$ cat src/rtl/arbiter_types_pkg.sv
// Shared types and constants for the L1 to L2 cacheline arbiter.
package arbiter_types_pkg;

  typedef enum logic [1:0] {
    IDLE,
    SERVE_I,
    SERVE_D
  } arb_state_t;

  typedef enum logic {
    OWNER_I,
    OWNER_D
  } owner_t;

  localparam int LINE_BYTES  = 32;
  localparam int OFFSET_BITS = 5;

endpackage

$ cat src/rtl/arb_perf_counters.sv
// Saturating 32-bit performance counters for the cacheline arbiter:
// grants completed per requester and IDLE cycles spent under contention.
// Only instantiated when ARB_PERF_COUNTERS_EN is defined.
module arb_perf_counters (
  input  logic        clk,
  input  logic        rst,
  input  logic        i_done,
  input  logic        d_done,
  input  logic        contention,
  output logic [31:0] i_grant_count,
  output logic [31:0] d_grant_count,
  output logic [31:0] contention_count
);

  logic [31:0] i_cnt_q;
  logic [31:0] d_cnt_q;
  logic [31:0] c_cnt_q;

  // Each counter increments on its event and sticks at all-ones.
  always_ff @(posedge clk or negedge rst) begin
    if (!rst) begin
      i_cnt_q <= '0;
      d_cnt_q <= '0;
      c_cnt_q <= '0;
    end else begin
      if (i_done && (i_cnt_q != '1)) i_cnt_q <= i_cnt_q + 32'd1;
      if (d_done && (d_cnt_q != '1)) d_cnt_q <= d_cnt_q + 32'd1;
      if (contention && (c_cnt_q != '1)) c_cnt_q <= c_cnt_q + 32'd1;
    end
  end

  assign i_grant_count    = i_cnt_q;
  assign d_grant_count    = d_cnt_q;
  assign contention_count = c_cnt_q;

endmodule

$ cat src/rtl/cacheline_arbiter.sv
// Arbitrates whole-cacheline traffic from the L1 I-cache and L1 D-cache onto
// the single L2 port. One owner at a time, held until l2_resp; contention is
// resolved in favour of whoever did not get the previous grant.
// Optional counters: define ARB_PERF_COUNTERS_EN.
module cacheline_arbiter
  import arbiter_types_pkg::*;
#(
  parameter int ADDR_WIDTH = 32,
  parameter int LINE_WIDTH = 256
) (
  input  logic                  clk,
  input  logic                  rst,
  input  logic                  i_read,
  input  logic [ADDR_WIDTH-1:0] i_addr,
  output logic [LINE_WIDTH-1:0] i_rdata,
  output logic                  i_resp,
  input  logic                  d_read,
  input  logic                  d_write,
  input  logic [ADDR_WIDTH-1:0] d_addr,
  input  logic [LINE_WIDTH-1:0] d_wdata,
  output logic [LINE_WIDTH-1:0] d_rdata,
  output logic                  d_resp,
  output logic                  l2_read,
  output logic                  l2_write,
  output logic [ADDR_WIDTH-1:0] l2_addr,
  output logic [LINE_WIDTH-1:0] l2_wdata,
  input  logic [LINE_WIDTH-1:0] l2_rdata,
  input  logic                  l2_resp
`ifdef ARB_PERF_COUNTERS_EN
  ,
  output logic [31:0]           i_grant_count,
  output logic [31:0]           d_grant_count,
  output logic [31:0]           contention_count
`endif
);

  arb_state_t state_q;
  owner_t     last_grant_q;
  logic       d_req;

  assign d_req = d_read | d_write;

  // Arbitration FSM: pick an owner in IDLE, hold it until the L2 completes.
  always_ff @(posedge clk or negedge rst) begin
    if (!rst) begin
      state_q      <= IDLE;
      last_grant_q <= OWNER_D;
    end else begin
      case (state_q)
        IDLE: begin
          if (i_read && d_req) begin
            state_q <= (last_grant_q == OWNER_D) ? SERVE_I : SERVE_D;
          end else if (i_read) begin
            state_q <= SERVE_I;
          end else if (d_req) begin
            state_q <= SERVE_D;
          end
        end
        SERVE_I: begin
          if (l2_resp) begin
            state_q      <= IDLE;
            last_grant_q <= OWNER_I;
          end
        end
        SERVE_D: begin
          if (l2_resp) begin
            state_q      <= IDLE;
            last_grant_q <= OWNER_D;
          end
        end
        default: state_q <= IDLE;
      endcase
    end
  end

  // Route the owner's request to the L2 and the L2 completion back to the owner.
  always_comb begin
    l2_read  = 1'b0;
    l2_write = 1'b0;
    l2_addr  = '0;
    l2_wdata = '0;
    i_resp   = 1'b0;
    d_resp   = 1'b0;
    case (state_q)
      SERVE_I: begin
        l2_read = i_read;
        l2_addr = i_addr;
        i_resp  = l2_resp;
      end
      SERVE_D: begin
        l2_read  = d_read;
        l2_write = d_write;
        l2_addr  = d_addr;
        l2_wdata = d_wdata;
        d_resp   = l2_resp;
      end
      default: ;
    endcase
  end

  assign i_rdata = l2_rdata;
  assign d_rdata = l2_rdata;

  // A D-cache request is either a read or a writeback, never both.
  assert property (@(posedge clk) disable iff (!rst) !(d_read && d_write));

  // Requests always name a whole, aligned cacheline.
  assert property (@(posedge clk) disable iff (!rst)
                   i_read |-> (i_addr[OFFSET_BITS-1:0] == '0));

`ifdef ARB_PERF_COUNTERS_EN
  logic contention;

  assign contention = (state_q == IDLE) && i_read && d_req;

  arb_perf_counters u_perf (
    .clk              (clk),
    .rst              (rst),
    .i_done           (i_resp),
    .d_done           (d_resp),
    .contention       (contention),
    .i_grant_count    (i_grant_count),
    .d_grant_count    (d_grant_count),
    .contention_count (contention_count)
  );
`endif

endmodule

$ cat config.mk
export PLATFORM = sky130hd
export DESIGN_NAME = cacheline_arbiter
export DESIGN_NICKNAME = d
export VERILOG_FILES = /design/src/rtl/arbiter_types_pkg.sv /design/src/rtl/arb_perf_counters.sv /design/src/rtl/cacheline_arbiter.sv
export SDC_FILE = /design/constraint.sdc
export NUM_CORES = 1
export LEC_CHECK = 0
export BUFFER_PORTS_ARGS = -buffer_cell sky130_fd_sc_hd__buf_2
export CELL_PAD_IN_SITES_DETAIL_PLACEMENT = 0
export CELL_PAD_IN_SITES_GLOBAL_PLACEMENT = 1
export CORE_AREA = 2 2 535 537
export CTS_CLUSTER_DIAMETER = 100
export DETAILED_ROUTE_END_ITERATION = 8
export DIE_AREA = 0 0 537 539
export PLACE_DENSITY_LB_ADDON = 0.2
export SLEW_MARGIN = 20
export SYNTH_ARGS = -nofsm -noshare
export SYNTH_HDL_FRONTEND = slang
export SYNTH_SLANG_ARGS = --single-unit
$ cat constraint.sdc
create_clock -name clk -period 2.8 [get_ports clk]
set_input_delay 0.28 -clock clk [delete_from_list [all_inputs] [get_ports clk]]
set_output_delay 0.28 -clock clk [all_outputs]
set_load 0.005 [all_outputs]
# ---- Word-level counts from Yosys, hierarchy flattened
# Index checks and enable logic that the tools add are counted.
dict set report classes {
  eq_ne 6
  mux 15
  bitwise_logic 1
  reduce_logical 6
}
# cell count
set ops {}
lappend ops {{$mux W256} 1}
lappend ops {{$pmux W32 S2} 1}
lappend ops {{$mux W2} 5}
lappend ops {{$mux W1} 5}
lappend ops {{$ne A2 B2 Y1 const B} 2}
lappend ops {{$ne A4 B4 Y1 const B} 1}
lappend ops {{$pmux W1 S2} 2}
lappend ops {{$pmux W2 S2} 1}
lappend ops {{$reduce_and A3 Y1} 1}
lappend ops {{$eq A2 B1 Y1 const B} 1}
lappend ops {{$eq A2 B2 Y1 const B} 1}
lappend ops {{$logic_not A2 Y1} 1}
lappend ops {{$ne A2 B1 Y1 const B} 1}
lappend ops {{$reduce_and A2 Y1} 1}
lappend ops {{$reduce_bool A2 Y1} 1}
lappend ops {{$reduce_or A2 Y1} 1}
lappend ops {{$logic_and A1 B1 Y1} 1}
lappend ops {{$or A1 B1 Y1} 1}
dict set report totals {
  regBits 3
  inputBits 582
  out_inout_bits 804
  wordCells 30
}

# ---- Longest topological paths before layout
# Gate-level depths: netlist of run 1.
dict set report logic_depth {
  depth_word 5
  mapped_depth 6
  mapped_depth_nobuf 5
}

# ---- Least setup slack after synthesis of run 1
# No wires, ideal clock.
dict set report synth_timing {
  path_kind {reg-to-output}
  startpoint {register state_q[0]}
  endpoint {output l2_wdata[245]}
  arrival_ns 1.163
  required_time_ns 2.520
  slack_ns 1.357
  path_stages_with_launch 6
  path_buffers 2
  path_cell_list {dfrtp_1 inv_1 ha_1 buf_2 buf_6 and2_1}
}
dict set report synth_between {
  elab_chain_len 2
}
# item line
set synth_rtl {}
lappend synth_rtl {{start, declared} cacheline_arbiter.sv:37} ;# arb_state_t state_q;
lappend synth_rtl {{start signal, assigned} cacheline_arbiter.sv:52} ;# state_q <= (last_grant_q == OWNER_D) ? SERVE_I : SERVE_D;
lappend synth_rtl {{$eq A2 B2 Y1} cacheline_arbiter.sv:84} ;# case (state_q)
lappend synth_rtl {{$mux W256} cacheline_arbiter.sv:84}
lappend synth_rtl {{end, declared} cacheline_arbiter.sv:26} ;# output logic [LINE_WIDTH-1:0] l2_wdata,
# Every way passes these cells.

# ---- Final worst setup path of run 1
dict set report layout_timing {
  startpoint {register state_q[0]}
  endpoint {output l2_wdata[155]}
}
# The elaborated chain is that of the path after synthesis.

==> flow_summary.toml, run 1 <==
[routing]
via_per_inst = 1.48
detail_route.wl_per_cell_um = 35.4
routed.top_layer = "met5"
dr_total_vias = 7040
wl_um = 168000
detail-route-antenna-nets = 0
route.detailed.drc = 0
first_pass_iters = 4
drt_iter0_drc = 410
wl_met2_um = 65800
wl_met1_um = 49000
route.met3.wl_um = 46400

[worst_setup_path]
worstPathRequired_ns = 2.52
path_buf_inv = 3
worstPathArrival_ns = 2.11
critPathLaunchType = "flip-flop"
cp_slowest_cell = "ha_4"
cp_max_fo = 81
cp-end-kind = "output pin"
path_cells = "inv_1 > ha_4 > buf_12 > and2_1 > buf_2"
cp.depth = 5
critPathKind = "reg2out"
worst_r2r_path_depth = 5
critPathTopFamily = "buffers and inverters"
critPathMaxStageDelay_ns = 0.45

[final_layout]
fillers = 34116
register_area_sq_um = 76.3
layout-drive-gt1-share = 0.645
final_cells = 4761
mostFrequentLayoutCell = "buf_2"
fin_nets = 1563
multi_input_area_sq_um = 2200
area_growth_pct = 63.2
final_cell_mix = "buf_2, and2_1, a22oi_1, nor2b_1, buf_4"

[floorplanning]
coreArea_sq_um = 284000
die_area_sq_um = 289000
initial_core_util = 0.0223
die_w_um = 537
die_height_um = 539
rows = 196
ios = 1386

[logic_synthesis]
seq_area_frac_synth = 0.0121
synthesis.area_sq_um = 6330
netlist_instances = 897
yosysWarnings = 0
syn_area_per_cell_sq_um = 7.05
syn_nets = 1483
ys_types = 21
synth_seq_cells = 3

[global_routing]
first_global_vias = 7009
grt_max_degree = 82
grt.overflow.total = 0
antenna_found_initial = 199
grtUsageTotal = 0.111
grt_pass1_wl_um = 185000

[pwr]
peakVddDrop_v = 0.000331
power_density_nw_per_um2 = 473
leakage_nw = 3.83

[placement]
dp.cells = 4733
place.gp.congestion = 0.878
hpwl_um = 163000
portBuffers = 617
post-place-ws_ns = 0.619

[outcome]
status = "finished clean"

[clock_tree]
cts-root-buf = "clkbuf_16"
clock_latency_ns = 0.23
clkSinkCount = 3
post-cts-setup-buffers = 0
cts.clk_slew.worst_paths_ns = 0.03
cts_tree = "done"
htreeDepth = 1
cts_made_buffers = 3
clockBufferDepth = 2

[timing]
clock.fmax_mhz = 418
layout_setup_ws_ns = 0.407
rsz0062_at_grt = "no"
fin_crit_sh = 0.855
hold_violations = 0
finalSetupTns_ns = 0
setup_viol = 0
drv_slew = 0
fin_skew_ns = 0.00304
worst_pin_slew_ns = 0.509
period_minus_slack_ns = 2.39
relSlewSlack = 0.660

[worst_hold_path]
hold_path_class = "in2reg"
whs_path_depth = 3

[job]
drv_cap = 0
==> routing by layer <==
| metal | GRT usage | vias up |
|---|---|---|
| met5 | 0.00283 | - |
| met3 | 0.133 | 513 |
| met2 | 0.159 | 1320 |
| met1 | 0.0978 | 2762 |
| met4 | 0.0326 | 34 |
| li1 | - | 2411 |
==> synth_stat cells <==
cell | instances | area (sq um)
ha_1 | 4 | 50.1
dfstp_2 | 1 | 26.3
a22oi_1 | 33 | 248
o21ai_1 | 1 | 5.00
buf_6 | 3 | 33.8
o2111ai_1 | 1 | 8.76
nand2b_1 | 1 | 6.26
buf_2 | 11 | 55.1
nor2_1 | 1 | 3.75
o21ai_0 | 2 | 10.0
buf_4 | 512 | 3840
and2_1 | 259 | 1620
inv_1 | 4 | 15.0
clkbuf_1 | 5 | 18.8
clkbuf_2 | 20 | 100
a32o_1 | 1 | 10.0
nor2b_1 | 33 | 206
a21boi_0 | 1 | 7.51
nand2_1 | 1 | 3.75
dfrtp_1 | 2 | 50.1
a21oi_1 | 1 | 5.00
==> layout make-up <==
class,count,area share
tap,3762,0.456
timing repair buffer,626,0.309
multi-input combinational,339,0.213
clock buffer,4,0.00763
sequential,3,0.00739
antenna,23,0.00557
inverter,4,0.00145
==> worst paths after layout <==
check / startpoint / end / slack [ns]
max: state_q[0] / l2_wdata[155] / 0.41
min: l2_resp / last_grant_q / 0.33
max reg2reg: state_q[1] / state_q[1] / 1.07
max in group asynchronous: rst / last_grant_q / 2.06
min reg2reg: last_grant_q / last_grant_q / 0.50
min in group asynchronous: rst / state_q[0] / 0.53
==> worst register-to-register path: cells and delay by family (launching register included) <==
family | cells | cell delay (ns)
AO/OA/AOI/OAI | 1 | 0.28
AND/OR/NAND/NOR | 1 | 0.18
buffers and inverters | 2 | 0.43
adder cells (fa/ha/maj) | 1 | 0.28
flip-flops | 1 | 0.44
==> metrics by stage <==
step	cell area, sq um	power [mW]	utilization	hold slack [ns]
5_1_grt	10300	5.36	0.0362	0.356
3_5_place_dp	10200	4.84	0.0359	0.107
3_3_place_gp	10200	4.82	0.0359	0.108
2_1_floorplan	6330	2.38	-	-0.0156
4_1_cts	10300	5.09	0.0362	0.345
6_report	10300	4.89	0.0364	0.335
==> kinds of logic (layout without fill, tap and decap cells) <==
logic type      Yosys count  in the layout  share of synthesized area
fa+ha+maj                 4              4                    0.00791
buf+inv                 555            634                      0.643
simple gates            295            295                      0.291
compound gates           40             40                     0.0465
flops                     3              3                     0.0121
other cells               0             23                          0
==> where the power goes <==
part           internal (mW)  switching [mW]
Sequential            0.0675          0.0206
Clock                  0.188          0.0380
Combinational           1.65            2.92
Total                   1.91            2.98
==> repair_timing <==
action	4_1_cts	5_1_grt
hold buffers	1	0
gates resized for setup	0	0
hold endpoints to repair	2	0
==> flip-flops by register name, summed over array words and instances, names as in the netlist <==
register,flops
last_grant_q,1
state_q,2
Power figures use the tool's default switching activity.
==> run 2, diff against run 1 <==
Settings changed: ABC_AREA from default to 0, CORE_AREA 2 2 535 537 to 2 2 536 538, DIE_AREA 0 0 537 539 to 0 0 538 540.
Clock period 2.8 ns to 2.13 ns, I/O delays scaled along.
==> run 2 against run 1 <==
  * Clock skew decreased by 0.0029 ns
  * Sequential power rose by 32%
  * Routed wire length rose by 4.7%
  * Clock power rose by 32%
  * Global-route usage rose by 0.49 points
  * Combinational power grew 51%
  * Largest cell class unchanged
  * Highest routed layer unchanged
==> flow_summary.toml, run 2 (synthesized netlist as in run 1, its figures left out) <==
[outcome]
status = "finished clean"

[placement]
portBuffers = 617
place.gp.congestion = 0.757
hpwl_um = 171000
post-place-ws_ns = 0.180

[worst_setup_path]
worstPathRequired_ns = 1.92
critPathKind = "reg2out"
cp_max_fo = 42
critPathMaxStageDelay_ns = 0.38
critPathTopFamily = "buffers and inverters"
cp_slowest_cell = "dfrtp_1"
path_common_cell = "buf_12"
cp-end-kind = "output pin"
path_buf_inv = 4
worstPathArrival_ns = 1.84
path_cells = "inv_2 > ha_4 > buf_12 > buf_12 > and2_1 > buf_2"
critPathLaunchType = "flip-flop"
rrSetupSlack_ns = 0.53

[clock_tree]
clock_latency_ns = 0.23
cts.clk_slew.worst_paths_ns = 0.03
cts_tree = "done"
htreeDepth = 1
clkSinkCount = 3
cts-root-buf = "clkbuf_16"
cts_made_buffers = 3
clockBufferDepth = 2

[final_layout]
layout-drive-gt1-share = 0.653
mostFrequentLayoutCell = "buf_2"
postLayoutCoreUtil = 0.0372
largest_reg_flops = 2
fin_nets = 1572
fillers = 34154
area_growth_pct = 67.4
regMostFlops = "state_q"
reg.largest.list = "state_q: 2 flops, last_grant_q: 1 flops"
final_cell_mix = "buf_2, and2_1, nor2b_1"

[floorplanning]
die_w_um = 538
initial_core_util = 0.0222
die_area_sq_um = 291000
coreArea_sq_um = 284000
die_height_um = 540
rows = 196
ios = 1386

[worst_hold_path]
hold_path_class = "in2reg"

[global_routing]
grtUsageTotal = 0.116
grt_pass1_wl_um = 192000
first_global_vias = 6876
antenna_found_initial = 222
grt.overflow.total = 0
grt_max_degree = 68

[timing]
worst_pin_slew_ns = 0.333
period_minus_slack_ns = 2.05
setup_viol = 0
drv_slew = 0
finalSetupTns_ns = 0
fin_crit_sh = 0.964
layout_setup_ws_ns = 0.0764
whs_ns = 0.236
hold_violations = 0
clock.fmax_mhz = 487
relSlewSlack = 0.778
rsz0062_at_grt = "no"
fin_skew_ns = 0.000172

[routing]
dr_total_vias = 7277
detail-route-antenna-nets = 0
drt_iter0_drc = 348
detail_route.wl_per_cell_um = 37.0
route.detailed.drc = 0
first_pass_iters = 5
wl_um = 176000
via_per_inst = 1.53

[pwr]
peakVddDrop_v = 0.000321
finalPower_mw = 7.32
leakage_nw = 3.92
power_density_nw_per_um2 = 691

[job]
drv_cap = 0
[run 2: cell count changes in the layout (fill, tap and decap cells not counted), moves of 2 or more]
cell and delta:
buf_12 +14, buf_2 -10, diode_2 -7, ha_1 -2
ha_2 +2, buf_4 +3
[run 2: final timing paths]
path,from,to,depth (start not counted)
hold / removal,l2_resp,last_grant_q,3
setup / recovery,state_q[0],l2_wdata[163],6
setup reg to reg,state_q[1],state_q[1],6
min in group asynchronous,rst,state_q[0],2
hold reg to reg,last_grant_q,last_grant_q,2
max in group asynchronous,rst,last_grant_q,2
[run 2: final cells by class]
cell class | count | area, sq um | area share
Clock buffer | 4 | 78.8 | 0.00744
Timing Repair Buffer | 635 | 3470 | 0.327
Inverter | 4 | 15.0 | 0.00142
Antenna cell | 16 | 40.0 | 0.00378
Tap cell | 3762 | 4710 | 0.444
Multi-Input combinational cell | 339 | 2210 | 0.208
Sequential cell | 3 | 76.3 | 0.00721
[run 2: power breakdown]
part | leakage (nW) | switching [mW] | internal (mW)
Combinational | 3.85 | 4.36 | 2.54
Sequential | 0.0361 | 0.0275 | 0.0887
Clock | 0.0383 | 0.0519 | 0.247
[run 2: per-stage QoR]
stage          cell area, sq um  std cells
6_report                  10600       4763
4_1_cts                   10500       4747
2_1_floorplan              6330        897
3_5_place_dp              10400       4740
5_1_grt                   10600       4755
3_3_place_gp              10400       4740
[run 2: timing repair]
| item | in CTS | in global routing |
|---|---|---|
| pin swaps | 1 | 0 |
| buffers inserted | 2 | 0 |
| hold buffers | 1 | 0 |
| hold endpoints to repair | 3 | 0 |
| resized for setup | 4 | 2 |
| endpoints found under the setup margin | 39 | 2 |
[run 2: worst register-to-register path, stage by stage (launching register included)]
cell and delay [ns]:
dfrtp_1 0.44, inv_1 0.10, ha_1 0.31, buf_4 0.19, nand2b_1 0.14, o21ai_0 0.11
a32o_1 0.21
[run 2: layer usage]
layer,GRT usage,routed length (um),share of wire
met4,0.0320,7530,0.043
met3,0.153,51800,0.29
met2,0.164,67800,0.38
met1,0.0955,49000,0.28
met5,0.00283,197,0.0011
